`config.mk`:
```
export PLATFORM = sky130hd
export DESIGN_NAME = instr_mem_loader_flat
export DESIGN_NICKNAME = d
export VERILOG_FILES = /design/src/rtl/instr_mem_loader_if.sv /design/src/rtl/instr_mem_loader.sv /design/src/flat_wrapper.sv
export SDC_FILE = /design/constraint.sdc
export NUM_CORES = 1
export LEC_CHECK = 0
export ABC_CLOCK_PERIOD_IN_PS = 3130
export BUFFER_PORTS_ARGS = -buffer_cell sky130_fd_sc_hd__buf_2
export CORE_UTILIZATION = 30
export CTS_CLUSTER_DIAMETER = 200
export DETAILED_ROUTE_END_ITERATION = 8
export PLACE_DENSITY = 0.58
export SLEW_MARGIN = 25
export SYNTH_ARGS = -nofsm -noshare
export SYNTH_HDL_FRONTEND = slang
export SYNTH_SLANG_ARGS = --single-unit
```
`constraint.sdc`:
```
create_clock -name clk -period 3.13 [get_ports clk]
set_input_delay 0.4695 -clock clk [delete_from_list [all_inputs] [get_ports clk]]
set_output_delay 0.4695 -clock clk [all_outputs]
set_load 0.005 [all_outputs]
```
`src/rtl/instr_mem_loader_if.sv`:
```
// Loader-side bus: programming handshake from the host plus the processor fetch port.
// The loader connects through the slave modport; the driver side uses master.
interface instr_mem_loader_if #(
  parameter int DATA_W = 12,
  parameter int ADDR_W = 3
);
  logic              load_start;
  logic              run_start;
  logic              wr_valid;
  logic              wr_last;
  logic [DATA_W-1:0] wr_data;
  logic              wr_ready;
  logic [ADDR_W-1:0] wr_addr;
  logic [ADDR_W-1:0] pc;
  logic [DATA_W-1:0] instr;
  logic              cpu_run;
  logic              load_done;

  modport master (
    output load_start, run_start, wr_valid, wr_last, wr_data, pc,
    input  wr_ready, wr_addr, instr, cpu_run, load_done
  );

  modport slave (
    input  load_start, run_start, wr_valid, wr_last, wr_data, pc,
    output wr_ready, wr_addr, instr, cpu_run, load_done
  );
endinterface

```
`src/rtl/instr_mem_loader.sv`:
```
// Instruction memory with a streaming loader: words are written sequentially from
// address 0, then the processor is released with a combinational fetch port.
module instr_mem_loader #(
  parameter int DATA_W = 12,
  parameter int ADDR_W = 3
) (
  input  logic                clk,
  input  logic                reset,
  instr_mem_loader_if.slave   bus
);
  localparam int              DEPTH     = 2 ** ADDR_W;
  localparam logic [ADDR_W-1:0] LAST_ADDR = ADDR_W'(DEPTH - 1);

  typedef enum logic [1:0] {
    IDLE = 2'd0,
    LOAD = 2'd1,
    RUN  = 2'd2
  } state_t;

  state_t              state_q, state_d;
  logic [ADDR_W-1:0]   wr_addr_q, wr_addr_d;
  logic                load_done_q, load_done_d;
  logic                wr_en;
  logic [DEPTH-1:0]    wr_sel;
  logic [DATA_W-1:0]   mem_q [DEPTH];

  always_ff @(posedge clk) begin
    if (reset) begin
      state_q     <= IDLE;
      wr_addr_q   <= '0;
      load_done_q <= 1'b0;
    end else begin
      state_q     <= state_d;
      wr_addr_q   <= wr_addr_d;
      load_done_q <= load_done_d;
    end
  end

  always_comb begin
    state_d     = state_q;
    wr_addr_d   = wr_addr_q;
    load_done_d = 1'b0;
    wr_en       = 1'b0;
    case (state_q)
      IDLE: begin
        if (bus.load_start) begin
          state_d   = LOAD;
          wr_addr_d = '0;
        end else if (bus.run_start) begin
          state_d = RUN;
        end
      end
      LOAD: begin
        // A restart request wins over a word presented in the same cycle.
        if (bus.load_start) begin
          wr_addr_d = '0;
        end else if (bus.wr_valid) begin
          wr_en = 1'b1;
          if (bus.wr_last || (wr_addr_q == LAST_ADDR)) begin
            state_d     = RUN;
            wr_addr_d   = '0;
            load_done_d = 1'b1;
          end else begin
            wr_addr_d = wr_addr_q + 1'b1;
          end
        end
      end
      RUN: begin
        if (bus.load_start) begin
          state_d   = LOAD;
          wr_addr_d = '0;
        end
      end
      default: begin
        state_d   = IDLE;
        wr_addr_d = '0;
      end
    endcase
  end

  for (genvar gi = 0; gi < DEPTH; gi++) begin : g_wr_sel
    assign wr_sel[gi] = wr_en && (wr_addr_q == ADDR_W'(gi));
  end

  // Flop-based storage: the whole array must clear on reset, which block RAM cannot do.
  always_ff @(posedge clk) begin
    for (int i = 0; i < DEPTH; i++) begin
      if (reset) begin
        mem_q[i] <= '0;
      end else if (wr_sel[i]) begin
        mem_q[i] <= bus.wr_data;
      end
    end
  end

  assign bus.wr_ready  = (state_q == LOAD);
  assign bus.cpu_run   = (state_q == RUN);
  assign bus.wr_addr   = wr_addr_q;
  assign bus.load_done = load_done_q;
  assign bus.instr     = mem_q[bus.pc];
endmodule

```
`src/flat_wrapper.sv`:
```
// flat-port wrapper written by rule: the top's interface ports become plain ports
module instr_mem_loader_flat 
#(
  parameter int DATA_W = 12,
  parameter int ADDR_W = 3
)
  (clk, reset, bus_load_start, bus_run_start, bus_wr_valid, bus_wr_last, bus_wr_data, bus_pc, bus_wr_ready, bus_wr_addr, bus_instr, bus_cpu_run, bus_load_done);
  instr_mem_loader_if #(.DATA_W(DATA_W), .ADDR_W(ADDR_W)) bus_i ();
  input  logic clk;
  input  logic reset;
  input wire logic [$bits(bus_i.load_start)-1:0] bus_load_start;
  input wire logic [$bits(bus_i.run_start)-1:0] bus_run_start;
  input wire logic [$bits(bus_i.wr_valid)-1:0] bus_wr_valid;
  input wire logic [$bits(bus_i.wr_last)-1:0] bus_wr_last;
  input wire logic [$bits(bus_i.wr_data)-1:0] bus_wr_data;
  input wire logic [$bits(bus_i.pc)-1:0] bus_pc;
  output wire logic [$bits(bus_i.wr_ready)-1:0] bus_wr_ready;
  output wire logic [$bits(bus_i.wr_addr)-1:0] bus_wr_addr;
  output wire logic [$bits(bus_i.instr)-1:0] bus_instr;
  output wire logic [$bits(bus_i.cpu_run)-1:0] bus_cpu_run;
  output wire logic [$bits(bus_i.load_done)-1:0] bus_load_done;
  assign bus_i.load_start = bus_load_start;
  assign bus_i.run_start = bus_run_start;
  assign bus_i.wr_valid = bus_wr_valid;
  assign bus_i.wr_last = bus_wr_last;
  assign bus_i.wr_data = bus_wr_data;
  assign bus_i.pc = bus_pc;
  assign bus_wr_ready = bus_i.wr_ready;
  assign bus_wr_addr = bus_i.wr_addr;
  assign bus_instr = bus_i.instr;
  assign bus_cpu_run = bus_i.cpu_run;
  assign bus_load_done = bus_i.load_done;
  instr_mem_loader #(.DATA_W(DATA_W), .ADDR_W(ADDR_W)) u_core (.clk(clk), .reset(reset), .bus(bus_i));
endmodule
```
==> flow_summary.toml <==
[synthesis]
syn_area_per_cell_um2 = 15.2
yosysTopAreaCell = "edfxtp_1"
ys_seq_area_share_pct = 62.4
synth_top_area_share_pct = 59.9
ys_warn_count = 0
synth_cells = 317
syn-cell-area_um2 = 4810
yosys-top-cells-area = "edfxtp_1 (60%), mux4_1 (13%), and2_1 (6.2%)"
syn_nets = 344
synth_cell_type_count = 27
ys_seq_elements = 102

[global_routing]
grt_max_degree = 31
grt_usage_pct = 13.9
grt_overflow_total = 0
antenna_found_initial = 0
grt_pass1_vias = 2760
grt_first_pass_wirelength_um = 16400

[clocking]
clock_sinks = 102
clk_latency_ns = 0.34
clockBufferDepth = 2
root_buffer = "clkbuf_16"
clkTransAtPathRegs_ns = 0.07
cts_hold_buf = 0
cts-htree-levels = 3
numCtsBuffers = 9
cts-resized-gates = 0
post_cts_buffers = 0
cts_tree = "built"

[floorplanning]
die-area_um2 = 16500
placementRows = 45
die_w_um = 129
die_y_um = 129
start_util_pct = 31.2
num_io_pins = 39
core_area_um2 = 15400

[finish]
layout.cells.most_common_list = "edfxtp_1 (96), nor2_1 (52), and2_1 (48)"
mostFrequentLayoutCell = "edfxtp_1"
nNetsFinal = 386
multi_input_area_um2 = 1700
postLayoutCellArea_um2 = 5550
seqCellArea_um2 = 3000
fillers = 1523
syn_to_final_growth_pct = 15.5
drive_above_1_share_pct = 22.3
antenna_cells = 0
finish.utilization_pct = 36.0

[setup_path]
cp.arrival_ns = 2.01
crit_type = "in -> out"
start_kind = "input port"
worstPathRequired_ns = 2.66
endpoint_kind = "output pin"
cp_max_fo = 13

[power]
power.density_nw_per_um2 = 507
ir_drop_v = 0.000329
cellLeakagePower_nw = 2.09
p_total_mw = 2.82

[route]
via_per_inst = 4.67
dr.pass1.iters = 4
met3WireLength_um = 636
drt_first_iter_violations = 118
drt-total-wl_um = 10800
dr_wl_met2_um = 5470
top_layer_used = "met4"
wl_met1_um = 4610
ant_nets = 0
drc = 0
via_count = 2684
wl_per_cell_um = 18.8

[sta]
rsz0062_at_grt = "false"
period_needed_ns = 2.48
worst_pin_slew_ns = 0.838
maxSlewViolCount = 0
fin_skew_ns = 0.00834
setup_tns_ns = 0
fin_crit_sh_pct = 79.1
layout_setup_ws_ns = 0.654
slew_headroom_pct = 44.2
finalHoldViolations = 0
fmax_ghz = 0.404
setup_viol = 0

[run_status]
status = "finished clean"

[placement]
portBuffers = 38
hpwl_um = 6710
placed_area_um2 = 5270
preCtsSetupSlack_ns = 0.632
gp_congestion = 0.710

[hold_path]
holdCritPathClass = "in -> reg"

[flow_run]
cap_violations = 0
-- critical path, stage by stage --
cell,delay [ns]
buf_2,0.33
buf_12,0.21
mux4_1,0.55
mux2_2,0.30
buf_2,0.13
-- logic make-up after synthesis --
kind of cell    count (synthesis)  synth area share (%)
compound gates                 14                  1.72
mux                            36                  15.9
flops                         102                  62.4
fa+ha+maj                       6                  1.56
buf+inv                        22                  2.26
simple gates                  137                  16.1
-- final cells by class --
| type | instances | share of cell area (%) |
|---|---|---|
| inverter | 3 | 0.203 |
| multi-input combinational | 193 | 30.6 |
| clock inverter | 6 | 1.01 |
| timing repair buffer | 50 | 5.27 |
| tap | 211 | 4.75 |
| clock buffer | 10 | 4.12 |
| sequential | 102 | 54.1 |
-- power by group --
| part | leakage [nW] | internal [mW] | switching [mW] |
|---|---|---|---|
| clock | 0.137 | 0.555 | 0.512 |
| combinational | 0.911 | 0.0917 | 0.111 |
| sequential | 1.04 | 1.53 | 0.0155 |
| total | 2.09 | 2.18 | 0.638 |
-- flip-flops by register name, indices dropped and copies added (netlist names) --
name,cells
u_core.state_q,2
u_core.bus.load_done,1
u_core.mem_q,96
u_core.bus.wr_addr,3
-- final timing paths --
kind	startpoint	to	slack [ns]	cells after the start
setup reg to reg	u_core.bus.wr_addr[2]	u_core.mem_q[6][6]	1.11	4
setup / recovery	bus_pc[0]	bus_instr[5]	0.65	5
hold / removal	bus_run_start	u_core.state_q[1]	0.44	3
hold reg to reg	u_core.bus.wr_addr[1]	u_core.bus.wr_addr[1]	0.55	2
-- through the flow --
step / hold WS [ns] / std cells
after floorplan: 0.519 / 317
after global placement: 0.526 / 559
after CTS: 0.439 / 575
final: 0.441 / 575
after global routing: 0.465 / 575
after detailed placement: 0.533 / 559
-- synth_stat cells --
| library cell | n |
|---|---|
| edfxtp_1 | 96 |
| nor2_1 | 52 |
| and2_1 | 48 |
| mux4_1 | 24 |
| nand2b_1 | 16 |
| clkbuf_1 | 13 |
| mux2_2 | 12 |
| dfxtp_1 | 6 |
| ha_1 | 6 |
| a21oi_1 | 5 |
| nand3b_1 | 4 |
| nand4_1 | 4 |
| nor2b_1 | 4 |
| o21ai_0 | 4 |
| buf_6 | 3 |
| inv_1 | 3 |
| a21o_1 | 2 |
| buf_2 | 2 |
| nand3_1 | 2 |
| nor3b_1 | 2 |
| nor4b_2 | 2 |
| o21bai_1 | 2 |
| a211oi_1 | 1 |
| and4bb_2 | 1 |
| clkbuf_2 | 1 |
| nand2_1 | 1 |
| nand4bb_4 | 1 |
-- routing by layer --
| layer | global-route usage [%] | vias up |
|---|---|---|
| li1 | - | 1277 |
| met1 | 17.9 | 1321 |
| met2 | 24.3 | 77 |
| met3 | 2.12 | 9 |
| met4 | 4.15 | 0 |
| met5 | 0 | - |
(Power assumes the default switching activity.)
